<file path="config.mk">
export PLATFORM = sky130hd
export DESIGN_NAME = sw_txn_arbiter_flat
export DESIGN_NICKNAME = d
export VERILOG_FILES = /design/src/rtl/sw_txn_arbiter_pkg.sv /design/src/rtl/sw_txn_arbiter_if.sv /design/src/rtl/sw_txn_arbiter_rr_pick.sv /design/src/rtl/sw_txn_arbiter.sv /design/src/flat_wrapper.sv
export SDC_FILE = /design/constraint.sdc
export NUM_CORES = 1
export LEC_CHECK = 0
export ABC_AREA = 1
export BUFFER_PORTS_ARGS = -buffer_cell sky130_fd_sc_hd__buf_2
export CAP_MARGIN = 15
export CORE_MARGIN = 2
export CORE_UTILIZATION = 25
export DETAILED_ROUTE_END_ITERATION = 6
export GPL_ROUTABILITY_DRIVEN = 0
export HOLD_SLACK_MARGIN = 0.05
export PLACE_DENSITY = 0.49
export SYNTH_ARGS = -nofsm -noshare
export SYNTH_HDL_FRONTEND = slang
export SYNTH_HIERARCHICAL = 1
export SYNTH_SLANG_ARGS = --single-unit
</file>
<file path="constraint.sdc">
create_clock -name clk -period 5.41 [get_ports clk]
set_input_delay 0.541 -clock clk [delete_from_list [all_inputs] [get_ports clk]]
set_output_delay 0.541 -clock clk [all_outputs]
set_load 0.02 [all_outputs]
</file>
<file path="src/rtl/sw_txn_arbiter_pkg.sv">
// ad_pkg: shared frame layout, FSM encoding and defaults for sw_txn_arbiter.
package ad_pkg;
    localparam int OP_LSB = 24;
    localparam int OP_W = 8;
    localparam int ADDR_LSB = 16;
    localparam int WDATA_LSB = 8;
    localparam int WR_BIT = 0;
    localparam int TIMEOUT_DEF = 16;
    typedef enum logic [2:0] {IDLE, POP, LOAD, ISSUE, DONE} arb_state_t;
endpackage

</file>
<file path="src/rtl/sw_txn_arbiter_if.sv">
// sw_txn_arbiter_if: FIFO-side and switch-side signals of the arbiter.
interface sw_txn_arbiter_if #(
    parameter int NUM_SW_INST = 5,
    parameter int W_WIDTH = 8,
    parameter int FRAME_WIDTH = 32
);
    logic [NUM_SW_INST-1:0] empty_in;
    logic [NUM_SW_INST*FRAME_WIDTH-1:0] frame_in;
    logic [NUM_SW_INST-1:0] ack_in;
    logic [W_WIDTH-1:0] rd_data_in;
    logic [NUM_SW_INST-1:0] fifo_rd_en;
    logic [NUM_SW_INST-1:0] sel_en;
    logic [W_WIDTH-1:0] addr_out;
    logic [W_WIDTH-1:0] wr_data_out;
    logic wr_rd_s_out;
    logic done_valid;
    logic [7:0] done_op_id;
    logic [W_WIDTH-1:0] rd_data_out;
    logic busy;
    logic timeout_err;
    modport master (
        input empty_in, frame_in, ack_in, rd_data_in,
        output fifo_rd_en, sel_en, addr_out, wr_data_out, wr_rd_s_out,
        output done_valid, done_op_id, rd_data_out, busy, timeout_err
    );
    modport slave (
        output empty_in, frame_in, ack_in, rd_data_in,
        input fifo_rd_en, sel_en, addr_out, wr_data_out, wr_rd_s_out,
        input done_valid, done_op_id, rd_data_out, busy, timeout_err
    );
endinterface

</file>
<file path="src/rtl/sw_txn_arbiter_rr_pick.sv">
// rr_pick: combinational round-robin search, first request at or above ptr with wrap.
module rr_pick #(
    parameter int N = 5,
    parameter int IW = 3
) (
    input  logic [N-1:0]  req,
    input  logic [IW-1:0] ptr,
    output logic [N-1:0]  gnt_oh,
    output logic [IW-1:0] gnt_idx
);
    logic [IW-1:0] j;
    always_comb begin
        gnt_oh = '0;
        gnt_idx = '0;
        j = '0;
        // Scan farthest-first so the closest hit to ptr is the last one written.
        for (int k = N - 1; k >= 0; k--) begin
            j = IW'((int'(ptr) + k) % N);
            if (req[j]) begin
                gnt_oh = N'(1) << j;
                gnt_idx = j;
            end
        end
    end
endmodule

</file>
<file path="src/rtl/sw_txn_arbiter.sv">
// sw_txn_arbiter: round-robin FIFO-to-switch transaction arbiter, one transaction outstanding.
// Define ARB_TIMEOUT_EN to abandon an unacknowledged ISSUE after TIMEOUT_CYCLES cycles.
module sw_txn_arbiter
    import ad_pkg::*;
#(
    parameter int NUM_SW_INST = 5,
    parameter int W_WIDTH = 8,
    parameter int FRAME_WIDTH = 32,
    parameter int TIMEOUT_CYCLES = TIMEOUT_DEF
) (
    input logic clk,
    input logic rst,
    sw_txn_arbiter_if.master bus
);
    localparam int IW = NUM_SW_INST > 1 ? $clog2(NUM_SW_INST) : 1;
    if (TIMEOUT_CYCLES < 1) begin : g_bad_timeout
        $error("TIMEOUT_CYCLES must be at least 1");
    end
    arb_state_t state_q, state_d;
    logic [IW-1:0] grant_q, grant_d, rr_ptr_q, rr_ptr_d, pick_idx;
    logic [NUM_SW_INST-1:0] pick_oh, grant_oh;
    logic [OP_W-1:0] op_q, op_d, op_sel;
    logic [W_WIDTH-1:0] addr_q, addr_d, addr_sel, wdata_q, wdata_d, wdata_sel, rd_data_q, rd_data_d;
    logic wr_q, wr_d, wr_sel, ack_hit, tmo_hit, to_q;
    rr_pick #(.N(NUM_SW_INST), .IW(IW)) u_rr_pick (
        .req(~bus.empty_in),
        .ptr(rr_ptr_q),
        .gnt_oh(pick_oh),
        .gnt_idx(pick_idx)
    );
    assign grant_oh = NUM_SW_INST'(1) << grant_q;
    assign ack_hit = |(bus.ack_in & grant_oh);
`ifdef ARB_TIMEOUT_EN
    localparam int CW = $clog2(TIMEOUT_CYCLES + 1);
    logic [CW-1:0] tmo_cnt_q, tmo_cnt_d;
    logic to_d;
    always_comb begin
        tmo_hit = state_q == ISSUE && tmo_cnt_q == CW'(TIMEOUT_CYCLES - 1);
        tmo_cnt_d = state_q == ISSUE && !ack_hit && !tmo_hit ? tmo_cnt_q + 1'b1 : '0;
        // An ack on the expiry edge wins over the timeout.
        to_d = state_q == ISSUE ? tmo_hit && !ack_hit : to_q;
    end
    always_ff @(posedge clk) begin
        if (rst) begin
            tmo_cnt_q <= '0;
            to_q <= 1'b0;
        end else begin
            tmo_cnt_q <= tmo_cnt_d;
            to_q <= to_d;
        end
    end
`else
    assign tmo_hit = 1'b0;
    assign to_q = 1'b0;
`endif
    always_ff @(posedge clk) begin
        if (rst) begin
            state_q <= IDLE;
            grant_q <= '0;
            rr_ptr_q <= '0;
            op_q <= '0;
            addr_q <= '0;
            wdata_q <= '0;
            wr_q <= 1'b0;
            rd_data_q <= '0;
        end else begin
            state_q <= state_d;
            grant_q <= grant_d;
            rr_ptr_q <= rr_ptr_d;
            op_q <= op_d;
            addr_q <= addr_d;
            wdata_q <= wdata_d;
            wr_q <= wr_d;
            rd_data_q <= rd_data_d;
        end
    end
    always_comb begin
        state_d = state_q;
        unique case (state_q)
            IDLE:    state_d = |pick_oh ? POP : IDLE;
            POP:     state_d = LOAD;
            LOAD:    state_d = ISSUE;
            ISSUE:   state_d = ack_hit || tmo_hit ? DONE : ISSUE;
            DONE:    state_d = IDLE;
            default: state_d = IDLE;
        endcase
    end
    always_comb begin
        op_sel = '0;
        addr_sel = '0;
        wdata_sel = '0;
        wr_sel = 1'b0;
        for (int i = 0; i < NUM_SW_INST; i++) begin
            if (grant_q == IW'(i)) begin
                op_sel = bus.frame_in[i*FRAME_WIDTH+OP_LSB +: OP_W];
                addr_sel = bus.frame_in[i*FRAME_WIDTH+ADDR_LSB +: W_WIDTH];
                wdata_sel = bus.frame_in[i*FRAME_WIDTH+WDATA_LSB +: W_WIDTH];
                wr_sel = bus.frame_in[i*FRAME_WIDTH+WR_BIT];
            end
        end
        grant_d = state_q == IDLE && |pick_oh ? pick_idx : grant_q;
        rr_ptr_d = state_q != DONE ? rr_ptr_q : grant_q == IW'(NUM_SW_INST - 1) ? '0 : grant_q + 1'b1;
        op_d = state_q == LOAD ? op_sel : op_q;
        addr_d = state_q == LOAD ? addr_sel : addr_q;
        wdata_d = state_q == LOAD ? wdata_sel : wdata_q;
        wr_d = state_q == LOAD ? wr_sel : wr_q;
        rd_data_d = state_q != ISSUE ? rd_data_q : ack_hit ? bus.rd_data_in : tmo_hit ? '0 : rd_data_q;
    end
    always_comb begin
        bus.fifo_rd_en = state_q == POP ? grant_oh : '0;
        bus.sel_en = state_q == ISSUE ? grant_oh : '0;
        bus.addr_out = state_q == ISSUE ? addr_q : '0;
        bus.wr_data_out = state_q == ISSUE ? wdata_q : '0;
        bus.wr_rd_s_out = state_q == ISSUE && wr_q;
        bus.done_valid = state_q == DONE;
        bus.done_op_id = state_q == DONE ? op_q : '0;
        bus.timeout_err = state_q == DONE && to_q;
        bus.rd_data_out = rd_data_q;
        bus.busy = state_q != IDLE;
    end
endmodule
</file>
<file path="src/flat_wrapper.sv">
// flat-port wrapper written by rule: the top's interface ports become plain ports
module sw_txn_arbiter_flat import ad_pkg::*;
#(
    parameter int NUM_SW_INST = 5,
    parameter int W_WIDTH = 8,
    parameter int FRAME_WIDTH = 32,
    parameter int TIMEOUT_CYCLES = TIMEOUT_DEF
)
  (clk, rst, bus_empty_in, bus_frame_in, bus_ack_in, bus_rd_data_in, bus_fifo_rd_en, bus_sel_en, bus_addr_out, bus_wr_data_out, bus_wr_rd_s_out, bus_done_valid, bus_done_op_id, bus_rd_data_out, bus_busy, bus_timeout_err);
  sw_txn_arbiter_if #(.NUM_SW_INST(NUM_SW_INST), .W_WIDTH(W_WIDTH), .FRAME_WIDTH(FRAME_WIDTH)) bus_i ();
  input logic clk;
  input logic rst;
  input wire logic [$bits(bus_i.empty_in)-1:0] bus_empty_in;
  input wire logic [$bits(bus_i.frame_in)-1:0] bus_frame_in;
  input wire logic [$bits(bus_i.ack_in)-1:0] bus_ack_in;
  input wire logic [$bits(bus_i.rd_data_in)-1:0] bus_rd_data_in;
  output wire logic [$bits(bus_i.fifo_rd_en)-1:0] bus_fifo_rd_en;
  output wire logic [$bits(bus_i.sel_en)-1:0] bus_sel_en;
  output wire logic [$bits(bus_i.addr_out)-1:0] bus_addr_out;
  output wire logic [$bits(bus_i.wr_data_out)-1:0] bus_wr_data_out;
  output wire logic [$bits(bus_i.wr_rd_s_out)-1:0] bus_wr_rd_s_out;
  output wire logic [$bits(bus_i.done_valid)-1:0] bus_done_valid;
  output wire logic [$bits(bus_i.done_op_id)-1:0] bus_done_op_id;
  output wire logic [$bits(bus_i.rd_data_out)-1:0] bus_rd_data_out;
  output wire logic [$bits(bus_i.busy)-1:0] bus_busy;
  output wire logic [$bits(bus_i.timeout_err)-1:0] bus_timeout_err;
  assign bus_i.empty_in = bus_empty_in;
  assign bus_i.frame_in = bus_frame_in;
  assign bus_i.ack_in = bus_ack_in;
  assign bus_i.rd_data_in = bus_rd_data_in;
  assign bus_fifo_rd_en = bus_i.fifo_rd_en;
  assign bus_sel_en = bus_i.sel_en;
  assign bus_addr_out = bus_i.addr_out;
  assign bus_wr_data_out = bus_i.wr_data_out;
  assign bus_wr_rd_s_out = bus_i.wr_rd_s_out;
  assign bus_done_valid = bus_i.done_valid;
  assign bus_done_op_id = bus_i.done_op_id;
  assign bus_rd_data_out = bus_i.rd_data_out;
  assign bus_busy = bus_i.busy;
  assign bus_timeout_err = bus_i.timeout_err;
  sw_txn_arbiter #(.NUM_SW_INST(NUM_SW_INST), .W_WIDTH(W_WIDTH), .FRAME_WIDTH(FRAME_WIDTH), .TIMEOUT_CYCLES(TIMEOUT_CYCLES)) u_core (.clk(clk), .rst(rst), .bus(bus_i));
endmodule
</file>
-- Word-level counts from Yosys, hierarchy flattened
Cells that the tools add are included.
- input port bits: 180
- logic and storage cells: 99
- flip-flop bits (word level): 42
- memories kept: 0
- memory bits (read-only): 0
- bits in latches: 0
- RAM bits: 0
- output and inout bits: 46
- div/mod/pow operators: 5
- bitwise gates (word level): 3
- reduce and logical (&&, ||, !) cells: 8
- equality and inequality tests: 10
- order comparisons: 5
- shift operators: 6
- multiplexer cells: 49
- add/subtract/negate cells: 5
- multipliers: 0
- operator list (kind ; count):
    2-to-1 mux 8 bit ; 18
    remainder unit 32 x 4 -> 32 bit (second input constant) ; 4
    2-to-1 mux 5 bit ; 7
    remainder unit 4 x 4 -> 32 bit (second input constant) ; 1
    << shifter 1 x 3 -> 5 bit (first input constant) ; 6
    2-to-1 mux 3 bit ; 7
    less-than comparator 3 x 4 -> 1 bit (second input constant) ; 5
    binary-select mux 1 bit (select 3 bit) ; 5
    equality test 3 x 2 -> 1 bit (second input constant) ; 4
    one-hot mux 3 bit (4 select lines) ; 1
    2-to-1 mux 1 bit ; 11
    OR reduction 5 bit ; 2
    adder 3 x 2 -> 4 bit (second input constant) ; 2
    equality test 3 x 1 -> 1 bit (second input constant) ; 2
    equality test 3 bit (second input constant) ; 2
    logical NOT 3 bit ; 2
    bitwise AND 5 bit ; 1
    NOT 5 bit ; 1
    adder 3 x 1 -> 4 bit (second input constant) ; 1
    adder 3 x 3 -> 4 bit (second input constant) ; 1
    adder 3 x 1 -> 3 bit (second input constant) ; 1
    != test 3 x 2 -> 1 bit (second input constant) ; 1
    != test 3 bit (second input constant) ; 1
    nonzero test 3 bit ; 1
    other kinds (3) ; 4

-- Logic depth before layout (Yosys ltp)
- depth in word-level cells: 12
- depth in mapped cells: 38
- gate-level depth less buffers: 37

-- Cells and area by module
The synthesis kept the hierarchy.
- by module, submodules not included (module ; seq. area each (um^2) ; cells an instance ; times used ; area an instance (um^2)):
    sw_txn_arbiter ; 840.8 ; 681 ; 1 ; 3523.4
    rr_pick ; 0.0 ; 308 ; 1 ; 1771.7

-- Worst setup path after synthesis
No wires, ideal clock.
- kind: register to register
- from: register u_core.rr_ptr_q[2]
- to: register u_core.state_q[0]
- path slack: 1.484 ns
- buffers on the path: 0
- arrival: 3.817 ns
- cell stages (with the launch flop): 29
- required time: 5.300 ns
- clock period less this slack: 3.926 ns
- cell sequence: dfxtp_1 -> inv_2 -> ha_1 -> nor2_1 -> nor2_1 -> a21oi_2 -> xor2_1 -> ha_1 -> fa_1 -> nand3_2 -> xor2_1 -> inv_2 -> nand2_1 -> nor2_1 -> nand3b_1 -> nand2_1 -> nand2_2 -> nand2_1 -> nand2_1 -> nand2_1 -> nand2_1 -> nand2_1 -> nand2_1 -> nor2_1 -> nand2_1 -> o21ai_1 -> nand3_1 -> nand2_1 -> inv_1
- word-level cells in the longest chain between the ends: 12
- elaborated cells between the ends (all ways): 32
- classes of those cells: 4 x add/sub; 5 x div; 5 x shift; 17 x mux; 1 x reduce/logical
- ends and longest elaborated chain (element ; RTL line ; text):
    from (decl) ; sw_txn_arbiter.sv:20 ; logic [IW-1:0] grant_q, grant_d, rr_ptr_q, rr_ptr_d, pick_idx;
    from (signal assigned) ; sw_txn_arbiter.sv:69 ; rr_ptr_q <= rr_ptr_d;
    adder 3 x 3 -> 4 bit ; sw_txn_arbiter_rr_pick.sv:18 ; j = IW'((int'(ptr) + k) % N);
    remainder unit 32 x 4 -> 32 bit ; sw_txn_arbiter_rr_pick.sv:18 ;
    binary-select mux 1 bit (select 3 bit) ; sw_txn_arbiter_rr_pick.sv:19 ; if (req[j]) begin
    2-to-1 mux 1 bit (implied by the code) ; sw_txn_arbiter_rr_pick.sv:19 ;
    2-to-1 mux 5 bit (4 in a row) ; sw_txn_arbiter_rr_pick.sv:19 ;
    2-to-1 mux 5 bit * ; sw_txn_arbiter_rr_pick.sv:19 ;
    via u_core.pick_oh[3] ; sw_txn_arbiter.sv:21 ; logic [NUM_SW_INST-1:0] pick_oh, grant_oh;
    OR reduction 5 bit * ; sw_txn_arbiter.sv:80 ; IDLE: state_d = |pick_oh ? POP : IDLE;
    2-to-1 mux 1 bit * ; sw_txn_arbiter.sv:80 ;
    one-hot mux 3 bit (4 select lines) * ; sw_txn_arbiter.sv:79 ; unique case (state_q)
    to (signal assigned) ; sw_txn_arbiter.sv:67 ; state_q <= state_d;
    to (decl) ; sw_txn_arbiter.sv:19 ; arb_state_t state_q, state_d;
The timed path passes the listed nets; every way through them passes the cells marked *. The select of a mux whose other input is x is not followed.
A chain may end at the register's enable or synchronous reset.

-- Final worst setup path
- from: register u_core.rr_ptr_q[1]
- to: register u_core.grant_q[2]
- word-level cells in the longest chain between the ends: 11
- elaborated cells between the ends (all ways): 36
- classes of those cells: 4 x add/sub; 5 x div; 5 x shift; 20 x mux; 2 x reduce/logical
- ends and longest elaborated chain (element ; RTL line ; text):
    adder 3 x 3 -> 4 bit ; sw_txn_arbiter_rr_pick.sv:18 ;
    remainder unit 32 x 4 -> 32 bit ; sw_txn_arbiter_rr_pick.sv:18 ;
    binary-select mux 1 bit (select 3 bit) ; sw_txn_arbiter_rr_pick.sv:19 ;
    2-to-1 mux 1 bit (implied by the code) ; sw_txn_arbiter_rr_pick.sv:19 ;
    2-to-1 mux 5 bit (4 in a row) ; sw_txn_arbiter_rr_pick.sv:19 ;
    2-to-1 mux 5 bit * ; sw_txn_arbiter_rr_pick.sv:19 ;
    via u_core.pick_oh[3] ; sw_txn_arbiter.sv:21 ;
    OR reduction 5 bit * ; sw_txn_arbiter.sv:101 ; grant_d = state_q == IDLE && |pick_oh ? pick_idx : grant_q;
    logical AND 1 bit * ; sw_txn_arbiter.sv:101 ;
    to (signal assigned) ; sw_txn_arbiter.sv:68 ; grant_q <= grant_d;
    to (decl) ; sw_txn_arbiter.sv:20 ;
Marked as above.

==> results.py <==
metrics = {
    "run_status": {
        "status": "complete, no violations",
    },
    "cts": {
        "post_cts_buffers": 0,
        "clock_latency_ns": 0.29,
        "cts.sinks": 42,
        "cts_tree": "yes",
        "path_clk_slew_ns": 0.07,
        "cts_max_path_buffers": 2,
        "numCtsBuffers": 5,
        "cts_resized": 0,
        "htreeDepth": 2,
        "clockRootBuffer": "clkbuf_16",
        "ctsHoldBuffers": 0,
    },
    "timing": {
        "max_freq_mhz": 220,
        "finalSetupViolCount": 0,
        "worst_pin_slew_ns": 0.962,
        "fin_crit_ns": 4.54,
        "setup_tns_ns": 0,
        "slew_headroom_pct": 35.8,
        "hold_violations": 0,
        "finalCritPeriodShare_pct": 83.9,
        "rsz0062_at_grt": "no",
        "fin_skew_ns": 0.0103,
        "slew_violations": 0,
    },
    "routing": {
        "drc_errors": 0,
        "drt_pass1_iterations": 5,
        "initialDrtViolationCount": 269,
        "via_per_inst": 4.40,
        "routed_wl_mm": 19.2,
        "detail_route.wl_per_cell_um": 13.5,
        "drtAntennaViolNets": 0,
        "num_vias": 6279,
    },
    "floorplanning": {
        "core_mm2": 0.0209,
        "die-area_mm2": 0.0224,
        "die_h_um": 150,
        "rows": 53,
        "start_util_pct": 25.3,
        "boundaryPins": 226,
        "die_x_um": 150,
    },
    "critical_path": {
        "crit_top_cell": "nand2_1",
        "reg2reg_slack_ns": 0.87,
        "crit_fanout": 11,
        "crit_family": "simple AND/OR/NAND/NOR gates",
        "critPathMaxStageDelay_ns": 0.44,
        "critPathCaptureType": "flop",
        "start_kind": "flop",
        "setup.worst_path.class": "reg2reg",
        "cp_slowest_cell": "dfxtp_1",
        "crit_required_ns": 5.64,
        "arrival_ns": 4.77,
        "cp_num_buf_inv": 2,
    },
    "hold_path": {
        "hold_class": "reg2reg",
    },
    "layout": {
        "drive_gt1_share_pct": 23.1,
        "antennaDiodeCount": 0,
        "n_fill_cell": 2444,
        "layout_common_cells": "315 x nand2_1, 189 x buf_2, 174 x inv_1",
        "nets": 1361,
        "layout_commonest_cell": "nand2_1",
        "syn_to_final_growth_pct": 25.0,
    },
    "global_route": {
        "grt_max_degree": 54,
        "overflow": 0,
        "grt_pass1_vias": 5775,
        "grt_antenna_before_repair": 1,
        "grt_pass1_wl_mm": 29.8,
        "grt_usage_pct": 16.7,
    },
    "pwr": {
        "finalPower_mw": 2.41,
        "vdd_drop_max_mv": 0.173,
        "power_density_mw_per_mm2": 364,
        "p_leak_nw": 3.74,
    },
    "yosys": {
        "synthFlopType": "dfxtp_1",
        "synth.net_count": 1200,
        "synthCells": 989,
        "synth_area_mm2": 0.00530,
        "yosysWarningCount": 6,
        "syn_avg_cell_area_um2": 5.35,
        "synthArstFlopShare_pct": 0,
        "synth-seq-cells": 42,
        "ys_types": 43,
        "synth_seq_area_share_pct": 15.9,
        "synth-edff-count": 0,
    },
    "flow_run": {
        "drv_cap": 0,
    },
    "placed_design": {
        "port_buffers": 189,
        "hpwl_mm": 14.6,
    },
}
[synthesized netlist by cell type (2+ instances only)]
cell,n,area (um^2)
nand3_1,98,490
o21a_1,2,15.0
a21oi_2,2,17.5
nor2_2,5,31.3
dfxtp_1,42,841
o21ai_2,5,43.8
xor2_1,5,43.8
buf_1,5,18.8
nor2_1,118,443
nand4_1,5,31.3
inv_2,8,30.0
inv_1,174,653
o21ai_0,32,160
a21oi_1,43,215
ha_1,30,375
nand2_1,315,1180
clkinv_1,2,7.51
inv_4,2,12.5
buf_2,15,75.1
o21ai_1,4,20.0
clkbuf_1,17,63.8
nor3_1,5,25.0
nand2_2,19,119
nand3_2,9,90.1
buf_4,4,30.0
o22ai_1,2,12.5
nand2_4,5,56.3
[flip-flops by register name, summed over array words and instances, names as in the netlist]
signal and flops:
u_core/addr_q 8, u_core/bus.rd_data_out 8, u_core/grant_q 3, u_core/op_q 8, u_core/rr_ptr_q 3, u_core/state_q 3
u_core/wdata_q 8, u_core/wr_q 1
[routing by layer]
metal  vias up  GRT usage, %  share of wire, %
li1       3319             -                 -
met1      2780          21.8                46
met2       168          29.3                46
met3        10          3.48               7.1
met4         2          1.90              0.61
met5         -             0             0.068
[cell type report]
type                    instances  area (um^2)  share of cell area, %
inverters                     186          703                   10.6
well taps                     275          344                   5.20
multi-input cells             719         3560                   53.7
flip-flops and latches         42          841                   12.7
repair buffers                196         1010                   15.3
clock inverters                 1         30.0                  0.454
clock buffers                   7          133                   2.00
[kinds of logic after synthesis]
family	count (synthesis)	synth area share, %
AND/OR/NAND/NOR	584	47.8
buffers and inverters	228	17.0
AO/OA/AOI/OAI	96	10.3
flip-flops	42	15.9
adder cells (fa/ha/maj)	31	7.47
XOR/XNOR	7	1.44
other	1	0.0708
[metrics by stage]
stage | hold WS, ns | setup slack, ns | std cells | utilization, % | cell area (um^2)
5_1_grt | 0.483 | 0.228 | 1426 | 31.7 | 6620
6_report | 0.465 | 0.869 | 1426 | 31.7 | 6620
4_1_cts | 0.466 | 0.817 | 1425 | 31.6 | 6600
3_5_place_dp | 0.457 | 0.862 | 1417 | 30.8 | 6440
3_3_place_gp | 0.454 | 0.849 | 1417 | 30.8 | 6440
2_1_floorplan | 0.445 | 1.48 | 989 | - | 5300
[worst reg2reg max path, delay by kind of cell (launching register included)]
kind	cells	cell delay (ns)
flip-flops	1	0.44
adder cells (fa/ha/maj)	3	1.03
AND/OR/NAND/NOR	16	1.29
XOR/XNOR	2	0.54
buffers and inverters	2	0.36
AO/OA/AOI/OAI	4	0.80
[where the power goes]
group / leakage (nW) / switching [mW] / internal (mW)
Sequential: 0.341 / 0.0490 / 0.391
Clock: 0.0781 / 0.129 / 0.219
Combinational: 3.32 / 1.13 / 0.497
[final timing paths]
check	from	end	depth (start not counted)
setup / recovery	u_core/rr_ptr_q[1]$_SDFFE_PP0P_	u_core/grant_q[2]$_SDFFE_PP0N_	27
hold / removal	u_core/op_q[3]$_SDFFE_PP0P_	u_core/op_q[3]$_SDFFE_PP0P_	2
setup reg to reg	u_core/rr_ptr_q[1]$_SDFFE_PP0P_	u_core/grant_q[2]$_SDFFE_PP0N_	27
hold reg to reg	u_core/op_q[3]$_SDFFE_PP0P_	u_core/op_q[3]$_SDFFE_PP0P_	2
(Power assumes the default switching activity.)
